[src/rtl/instr_load_buffer.sv]
// instr_load_buffer
//   Instruction store sitting between the host load port and the IF stage.
//   A program is streamed in one word per clock while LoadInstructions is
//   high; afterwards the IF stage fetches words with one cycle of latency.
//   Fetches beyond the loaded program return NOP_WORD and raise past_end.
//   Loading always wins over fetching: a fetch issued while a load is in
//   progress (or on the edge that starts one) yields a NOP bubble.
//
// Ports
//   clk              rising-edge clock
//   Reset            asynchronous, active-low reset
//   LoadInstructions high = load mode, Instruction written each cycle
//   Instruction      word stored at the current write pointer
//   fetch_en         fetch request from the IF stage
//   fetch_addr       word index (PC>>2)
//   fetch_data       fetched word, registered
//   fetch_valid      fetch_data answers a real request (not a stall bubble)
//   past_end         last fetch addressed at or beyond prog_len
//   prog_len         number of words in the current program
//   loading          FSM is in LOAD
//   full             write pointer reached DEPTH
//   overflow         sticky: a load word was dropped because the store was full
module instr_load_buffer #(
  parameter int                DATA_W            = 32,
  parameter int                DEPTH             = 64,
  parameter logic [DATA_W-1:0] NOP_WORD          = '0,
  parameter bit                PRESERVE_ON_RESET = 1'b1,
  localparam int               ADDR_W            = $clog2(DEPTH)
) (
  input  logic              clk,
  input  logic              Reset,
  input  logic              LoadInstructions,
  input  logic [DATA_W-1:0] Instruction,
  input  logic              fetch_en,
  input  logic [ADDR_W-1:0] fetch_addr,
  output logic [DATA_W-1:0] fetch_data,
  output logic              fetch_valid,
  output logic              past_end,
  output logic [ADDR_W:0]   prog_len,
  output logic              loading,
  output logic              full,
  output logic              overflow
);

  localparam logic [ADDR_W:0] DEPTH_VAL = (ADDR_W+1)'(DEPTH);
  localparam logic [ADDR_W:0] PTR_ONE   = (ADDR_W+1)'(1);

  typedef enum logic [1:0] {IDLE, LOAD, RUN} state_t;

  state_t state_reg, state_next;

  logic [DATA_W-1:0] mem [DEPTH];
  logic [ADDR_W:0]   wr_ptr_reg;
  logic [ADDR_W:0]   prog_len_reg;
  logic              overflow_reg;
  logic [DATA_W-1:0] fetch_data_reg;
  logic              fetch_valid_reg;
  logic              past_end_reg;

  logic              load_entry;  // edge that enters LOAD (first word written here)
  logic              load_busy;   // fetches must be stalled on this edge
  logic              load_done;   // edge that leaves LOAD and commits prog_len
  logic              room;
  logic              wr_en;
  logic [ADDR_W-1:0] wr_addr;
  logic              in_prog;

  // State register
  always_ff @(posedge clk or negedge Reset) begin
    if (!Reset) state_reg <= IDLE;
    else        state_reg <= state_next;
  end

  // Next-state logic
  always_comb begin
    state_next = state_reg;
    case (state_reg)
      IDLE, RUN: if (LoadInstructions)  state_next = LOAD;
      LOAD:      if (!LoadInstructions) state_next = RUN;
      default:   state_next = IDLE;
    endcase
  end

  // Output / control decode
  always_comb begin
    loading    = (state_reg == LOAD);
    load_entry = (state_reg != LOAD) && LoadInstructions;
    load_busy  = (state_reg == LOAD) || LoadInstructions;
    load_done  = (state_reg == LOAD) && !LoadInstructions;
    room       = (wr_ptr_reg < DEPTH_VAL);
    wr_en      = load_entry || ((state_reg == LOAD) && LoadInstructions && room);
    // On the entry edge the pointer still holds the previous program's length,
    // so the first word always goes to index 0.
    wr_addr    = load_entry ? '0 : wr_ptr_reg[ADDR_W-1:0];
    in_prog    = ({1'b0, fetch_addr} < prog_len_reg);
  end

  // Instruction memory: never reset so it can map onto block RAM.
  always_ff @(posedge clk) begin
    if (wr_en) mem[wr_addr] <= Instruction;
  end

  // Write pointer, overflow flag and registered fetch port
  always_ff @(posedge clk or negedge Reset) begin
    if (!Reset) begin
      wr_ptr_reg      <= '0;
      overflow_reg    <= 1'b0;
      fetch_data_reg  <= NOP_WORD;
      fetch_valid_reg <= 1'b0;
      past_end_reg    <= 1'b0;
    end else begin
      if (load_entry) begin
        wr_ptr_reg   <= PTR_ONE;
        overflow_reg <= 1'b0;
      end else if ((state_reg == LOAD) && LoadInstructions) begin
        // Pointer saturates at DEPTH; extra words are dropped, not wrapped.
        if (room) wr_ptr_reg   <= wr_ptr_reg + PTR_ONE;
        else      overflow_reg <= 1'b1;
      end

      if (fetch_en) begin
        if (load_busy) begin
          fetch_valid_reg <= 1'b0;
          fetch_data_reg  <= NOP_WORD;
        end else begin
          fetch_valid_reg <= 1'b1;
          if (in_prog) begin
            fetch_data_reg <= mem[fetch_addr];
            past_end_reg   <= 1'b0;
          end else begin
            fetch_data_reg <= NOP_WORD;
            past_end_reg   <= 1'b1;
          end
        end
      end else begin
        fetch_valid_reg <= 1'b0;
      end
    end
  end

  // Program length: either survives Reset alongside the memory, or is cleared.
  // An aborted load never commits because Reset forces the FSM out of LOAD.
  generate
    if (PRESERVE_ON_RESET) begin : g_keep_len
      always_ff @(posedge clk) begin
        if (load_done) prog_len_reg <= wr_ptr_reg;
      end
    end else begin : g_clear_len
      always_ff @(posedge clk or negedge Reset) begin
        if (!Reset)         prog_len_reg <= '0;
        else if (load_done) prog_len_reg <= wr_ptr_reg;
      end
    end
  endgenerate

  assign fetch_data  = fetch_data_reg;
  assign fetch_valid = fetch_valid_reg;
  assign past_end    = past_end_reg;
  assign prog_len    = prog_len_reg;
  assign full        = (wr_ptr_reg == DEPTH_VAL);
  assign overflow    = overflow_reg;

endmodule

[config.mk]
export PLATFORM = sky130hd
export DESIGN_NAME = instr_load_buffer
export DESIGN_NICKNAME = d
export VERILOG_FILES = /design/src/rtl/instr_load_buffer.sv
export SDC_FILE = /design/constraint.sdc
export NUM_CORES = 2
export LEC_CHECK = 0
export CAP_MARGIN = 15
export CORE_ASPECT_RATIO = 1.25
export CORE_MARGIN = 2
export CORE_UTILIZATION = 50
export CTS_CLUSTER_DIAMETER = 150
export DETAILED_ROUTE_END_ITERATION = 10
export PLACE_DENSITY = 0.64
export RECOVER_POWER = 25
export SKIP_CTS_REPAIR_TIMING = 1
export SYNTH_ARGS = -nofsm -noshare
export SYNTH_HDL_FRONTEND = slang
export SYNTH_SLANG_ARGS = --single-unit
export TNS_END_PERCENT = 50
[constraint.sdc]
create_clock -name clk -period 7.7 [get_ports clk]
set_input_delay 1.155 -clock clk [delete_from_list [all_inputs] [get_ports clk]]
set_output_delay 1.155 -clock clk [all_outputs]
set_load 0.02 [all_outputs]
=== After elaboration in Yosys (flattened, before gate mapping) ===
Memories as Yosys holds them, arrays and structs flattened.
Cells that the tools add are included.

* Register bits after elaboration: 51
* RAM bits: 2048
* Output and inout port bits: 44
* Word-level logic and storage cells: 51
* Memories kept: 1

* $add $sub $neg: 1
* Magnitude comparators: 2
* Equal/unequal tests: 7
* Multiplexer cells: 17
* Bitwise logic cells: 1
* Reductions and logical operators: 15

{| class="wikitable"
|+ Memory list
! name !! depth !! width !! rd ports !! clocked after memory_dff !! wr ports !! line !! RTL
|-
| mem || 64 || 32 || 1 || 0 || 1 || 52 || <nowiki>logic [DATA_W-1:0] mem [DEPTH];</nowiki>
|}

{| class="wikitable"
|+ Operators by type and width
! kind !! number
|-
| 2-to-1 mux 32 bit || 2
|-
| 2-to-1 mux 7 bit || 3
|-
| 2-to-1 mux 1 bit || 8
|-
| AND reduction 2 bit || 4
|-
| adder 7 x 1 -> 7 bit (second input constant) || 1
|-
| == test 7 bit (second input constant) || 1
|-
| less-than comparator 6 x 7 -> 1 bit || 1
|-
| less-than comparator 7 bit (second input constant) || 1
|-
| 2-to-1 mux 6 bit || 1
|-
| != test 2 bit (second input constant) || 3
|-
| logical AND 1 bit || 4
|-
| 2-to-1 mux 2 bit || 2
|-
| case mux 2 bit (2 select lines) || 1
|-
| nonzero test 2 bit || 2
|-
| == test 2 x 1 -> 1 bit (second input constant) || 1
|-
| == test 2 bit (second input constant) || 1
|-
| logical NOT 2 bit || 1
|-
| logical OR 1 bit || 2
|-
| != test 2 x 1 -> 1 bit (second input constant) || 1
|-
| OR reduction 2 bit || 1
|-
| logical NOT 1 bit || 1
|-
| inverter 1 bit || 1
|}

=== Depth between registers and ports, before layout ===
* Depth after elaboration: 6
* Mapped depth: 12
* Gate-level depth less buffers: 8

=== Worst setup path after synthesis ===
OpenSTA, ideal clock, no wires.

* Path type: input-to-reg
* Start: in LoadInstructions
* End: mem mem[31][0], enable pin
* Setup time: 421 ps
* Arrival time: 3732 ps
* Setup slack: 3546 ps
* Cell stages on the path: 6
* Path buffers: 1
* Cell sequence: clkbuf_1 > a21boi_1 > nand2_1 > nor2_1 > nand3_1 > nor2_1

* Longest elaborated chain between the ends: 5

{| class="wikitable"
|+ RTL lines
! what !! line !! RTL
|-
| from (decl) || 32 || <nowiki>input logic LoadInstructions,</nowiki>
|-
| logical AND 1 bit (2 in series) || 91 || <nowiki>wr_en = load_entry || ((state_reg == LOAD) && LoadInstructions && room);</nowiki>
|-
| logical OR 1 bit || 91 ||
|-
| 2-to-1 mux 1 bit || 100 || <nowiki>if (wr_en) mem[wr_addr] <= Instruction;</nowiki>
|-
| 2-to-1 mux 1 bit (implied by the code) || 100 ||
|-
| to (decl) || 52 ||
|}

Several ways; a longest one is shown, not always the timed one.

=== Final worst setup path ===
* Start: in LoadInstructions
* End: mem mem[1][24], enable pin

Same word-level chain as after synthesis.

==> summary.txt <==
Global routing
  – First-pass GRT wire length: between 200,000 and 300,000 um
  – Largest net degree at the start of global routing: 122
  – GRT Max-Usage Layer: met2
  – Total global routing overflow: 0
  – Grt met2 use: 0.416
  – Initial antenna violation count: 14
  – Vias in the first global route: 37,968
  – Met1 Use GR: 0.321
  – Gr usage total: 0.240
  – GR Util met3: 0.0325

Outcome
  – Status: finished with violations
  – Violated checks: capacitance limit, slew limit

Synth
  – Number of flops mapped to enable cells by yosys: approximately 2,100
  – Mapped Cells: around 3,600
  – Most used flip-flop cell after synthesis: edfxtp_1
  – Post-Syn Area per Cell: 22.3 sq um
  – Async set-reset flop share out of synthesis: 0.0210
  – Post-Syn Nets: 3,638
  – Post-synthesis cell type count: 52
  – Yosys reg bits: 2,099
  – Register area share after synthesis: 0.784
  – Ys Warns: 0
  – Syn Std Cell Area: 80,100 sq um

Drt
  – 1st-iter DRT viols: 4,432
  – DR vias/cell: 6.24
  – Routed wire per std cell: 32.3 um
  – Antenna viol nets, final: 0
  – DRT Pass-1 Iters: 5
  – Drt drc: 0
  – Post-Route WL: 195,000 um
  – DR vias: 37,654

Clocking
  – H-tree Lvls: 4
  – CTS root buf: clkbuf_16
  – Sink Count: between 2,000 and 2,500
  – Total CTS buffers: 191
  – Clock slew at reported path FFs: 0.06 ns
  – Clock Latency Late Sink: 0.82 ns
  – CTS tree: yes
  – CTS Buffer Depth: 3

Cells and area
  – Share of cells above drive strength 1: 0.234
  – FILL cells: 11,593
  – Synthesis-to-layout area growth: 12.3%
  – Nets: 3,854
  – Area of the multi-input gates: 16,700 sq um
  – Register area: 62,800 sq um
  – Max reg flops: 2,048
  – Layout Utilization: 0.564

Timing
  – Final Setup Violations: 0
  – Final hold vios: 0
  – RSZ-0062 raised after global routing: no
  – Post-route clock skew: 0.0245 ns
  – Setup TNS: 0 ns
  – Final WS setup: 3.24 ns
  – Slew headroom: -1.61
  – Max Slew Vio Count: 1,464
  – Worst Tran Pin Value: 3.91 ns
  – Fmax: 224 MHz
  – Final period util: 0.579
  – Minimum clock period: 4.46 ns

Die
  – I/O pin cnt: 86
  – Die Width: 362 um
  – CORE AREA: 159,000 sq um
  – Starting Density: 0.502
  – Rows: 164
  – Die height: 451 um
  – Die area: 163,000 sq um

Power and ir drop
  – PwrDens: 258 nW/um^2
  – VDD IR max: roughly 0.19 mV
  – Leak: 28.6 nW

Worst setup path
  – Crit path max fanout: 17
  – Slowest stage cell, crit path: nor2_4
  – Worst Setup Path Type: input port to flop
  – Worst EP arrival: a little under 5 ns
  – CP max stage delay: around 0.96 ns
  – Worst-path cell chain: dlygate4sd3_1 -> a21boi_1 -> nand2_1 -> nor2_1 -> nand2_1 -> nor2_4 -> buf_4
  – Crit path required time: 8.17 ns
  – Endpoint class of the critical path: flop
  – Most frequent CP cell: nand2_1
  – R2r worst-path depth: 8
  – Type of origin of the critical path: input port

Run
  – Number of max-cap violations: 27

Placement
  – GPL Wtd Cong: a little over 0.8
  – Place WS: ~2.6 ns
  – Buffers on Ports: 85
  – Placed wire-length estimate: 111,000 um

Min path
  – Hold path depth: 1
  – Worst min path class: flop to flop
[Yosys cell counts (3+ instances only)]
cell / number / share of area
nor2b_1: 16 / 0.0012
nor2_1: 100 / 0.0047
a221o_1: 21 / 0.0026
a32o_1: 3 / 0.00037
buf_2: 77 / 0.0048
a2111oi_0: 7 / 0.00077
o22ai_1: 21 / 0.0016
a21o_1: 5 / 0.00047
mux4_2: 450 / 0.13
o2111ai_1: 3 / 0.00033
buf_4: 15 / 0.0014
o32ai_1: 4 / 0.00044
a311oi_1: 4 / 0.00044
a211oi_1: 12 / 0.0011
inv_1: 52 / 0.0024
buf_1: 14 / 0.00066
o21ai_0: 4 / 0.00025
nor3_1: 6 / 0.00037
and2_1: 4 / 0.00031
a22o_1: 35 / 0.0038
nand4_1: 5 / 0.00039
mux2i_1: 245 / 0.031
nand3_1: 74 / 0.0046
a22oi_1: 119 / 0.011
ha_1: 7 / 0.0011
a221oi_1: 30 / 0.0033
a21oi_1: 11 / 0.00069
a31oi_1: 8 / 0.00062
clkbuf_1: 78 / 0.0037
nand2_1: 25 / 0.0012
buf_6: 9 / 0.0013
dfrtp_1: 44 / 0.014
xor2_1: 3 / 0.00033
nand2b_1: 5 / 0.00039
edfxtp_1: 2055 / 0.77
[report_power, final]
group	switching [mW]	internal, mW
logic	0.797	0.429
registers	0.0552	12.7
clock network	4.02	5.19
total	4.88	18.3
[critical path, delay by kind of cell]
kind	cells	cell delay, ns
AND/OR/NAND/NOR	4	1.98
AO/OA/AOI/OAI	1	0.60
buffers and inverters	2	1.15
[cells by family (layout without fill, tap and decap cells)]
family	Yosys count	in the layout	share of synthesized area
and+or+nand+nor	242	242	0.0139
DFF	2099	2099	0.784
xor gates and xnor gates	3	3	0.000328
buffers and inverters	246	614	0.0143
AOI/OAI and AO/OA	296	296	0.0289
other	0	2	0
muxes	696	696	0.157
adders and majority gates	7	7	0.00109
[placed cells by master (no fill, tap or decap), drive strengths merged, types with 4 or more instances in the layout]
cell type | netlist | layout
edfxtp | 2055 | 2055
mux4 | 450 | 450
clkbuf | 78 | 286
mux2i | 245 | 245
buf | 115 | 130
a22oi | 119 | 119
nor2 | 101 | 101
clkinv | 1 | 79
nand3 | 74 | 74
inv | 52 | 55
clkdlybuf4s50 | 0 | 46
dfrtp | 44 | 44
a22o | 35 | 35
a221oi | 30 | 30
nand2 | 25 | 25
o22ai | 21 | 21
a221o | 21 | 21
nor2b | 16 | 16
bufinv | 0 | 15
a211oi | 12 | 12
a21oi | 11 | 11
a31oi | 8 | 8
a2111oi | 7 | 7
ha | 7 | 7
nor3 | 6 | 6
nand2b | 5 | 5
nand4 | 5 | 5
a21o | 5 | 5
o21ai | 5 | 5
and2 | 5 | 5
a311oi | 4 | 4
o32ai | 4 | 4
[final cells by class]
| class | instances | share of cell area |
|---|---|---|
| sequential | 2099 | 0.698 |
| multi-input combinational | 1244 | 0.185 |
| clock buffer | 247 | 0.0572 |
| tap | 2075 | 0.0289 |
| timing repair buffer | 216 | 0.0183 |
| clock inverter | 98 | 0.00970 |
| inverter | 53 | 0.00221 |
| antenna | 2 | 0.0000556 |
[per-stage QoR]
stage / power (mW) / hold slack [ns] / cell area [sq um] / std cells
after floorplan: 13.6 / 0.423 / 80100 / 3589
after global placement: 14.2 / 0.459 / 84000 / 5675
after detailed placement: 14.2 / 0.476 / 84000 / 5675
after CTS: 23.3 / 0.484 / 90000 / 6020
after global routing: 23.8 / 0.521 / 89900 / 6032
final: 23.2 / 0.493 / 90000 / 6034
[worst paths after layout]
kind,startpoint,endpoint,slack (ns)
min in group asynchronous,Reset,fetch_data[7],1.79
worst max-delay path,LoadInstructions,mem[1][24],3.24
worst min register to register,state_reg[0],state_reg[0],0.49
worst max register to register,state_reg[1],mem[1][24],3.65
worst min-delay path,state_reg[0],state_reg[0],0.49
max in group asynchronous,Reset,wr_ptr_reg[6],3.70
[routing by layer]
| layer | up-vias | routed length [um] |
|---|---|---|
| li1 | 15635 | - |
| met1 | 20426 | 76100 |
| met2 | 1317 | 102000 |
| met3 | 270 | 11500 |
| met4 | 6 | 5240 |
| met5 | - | 38 |
(Power assumes the default switching activity.)
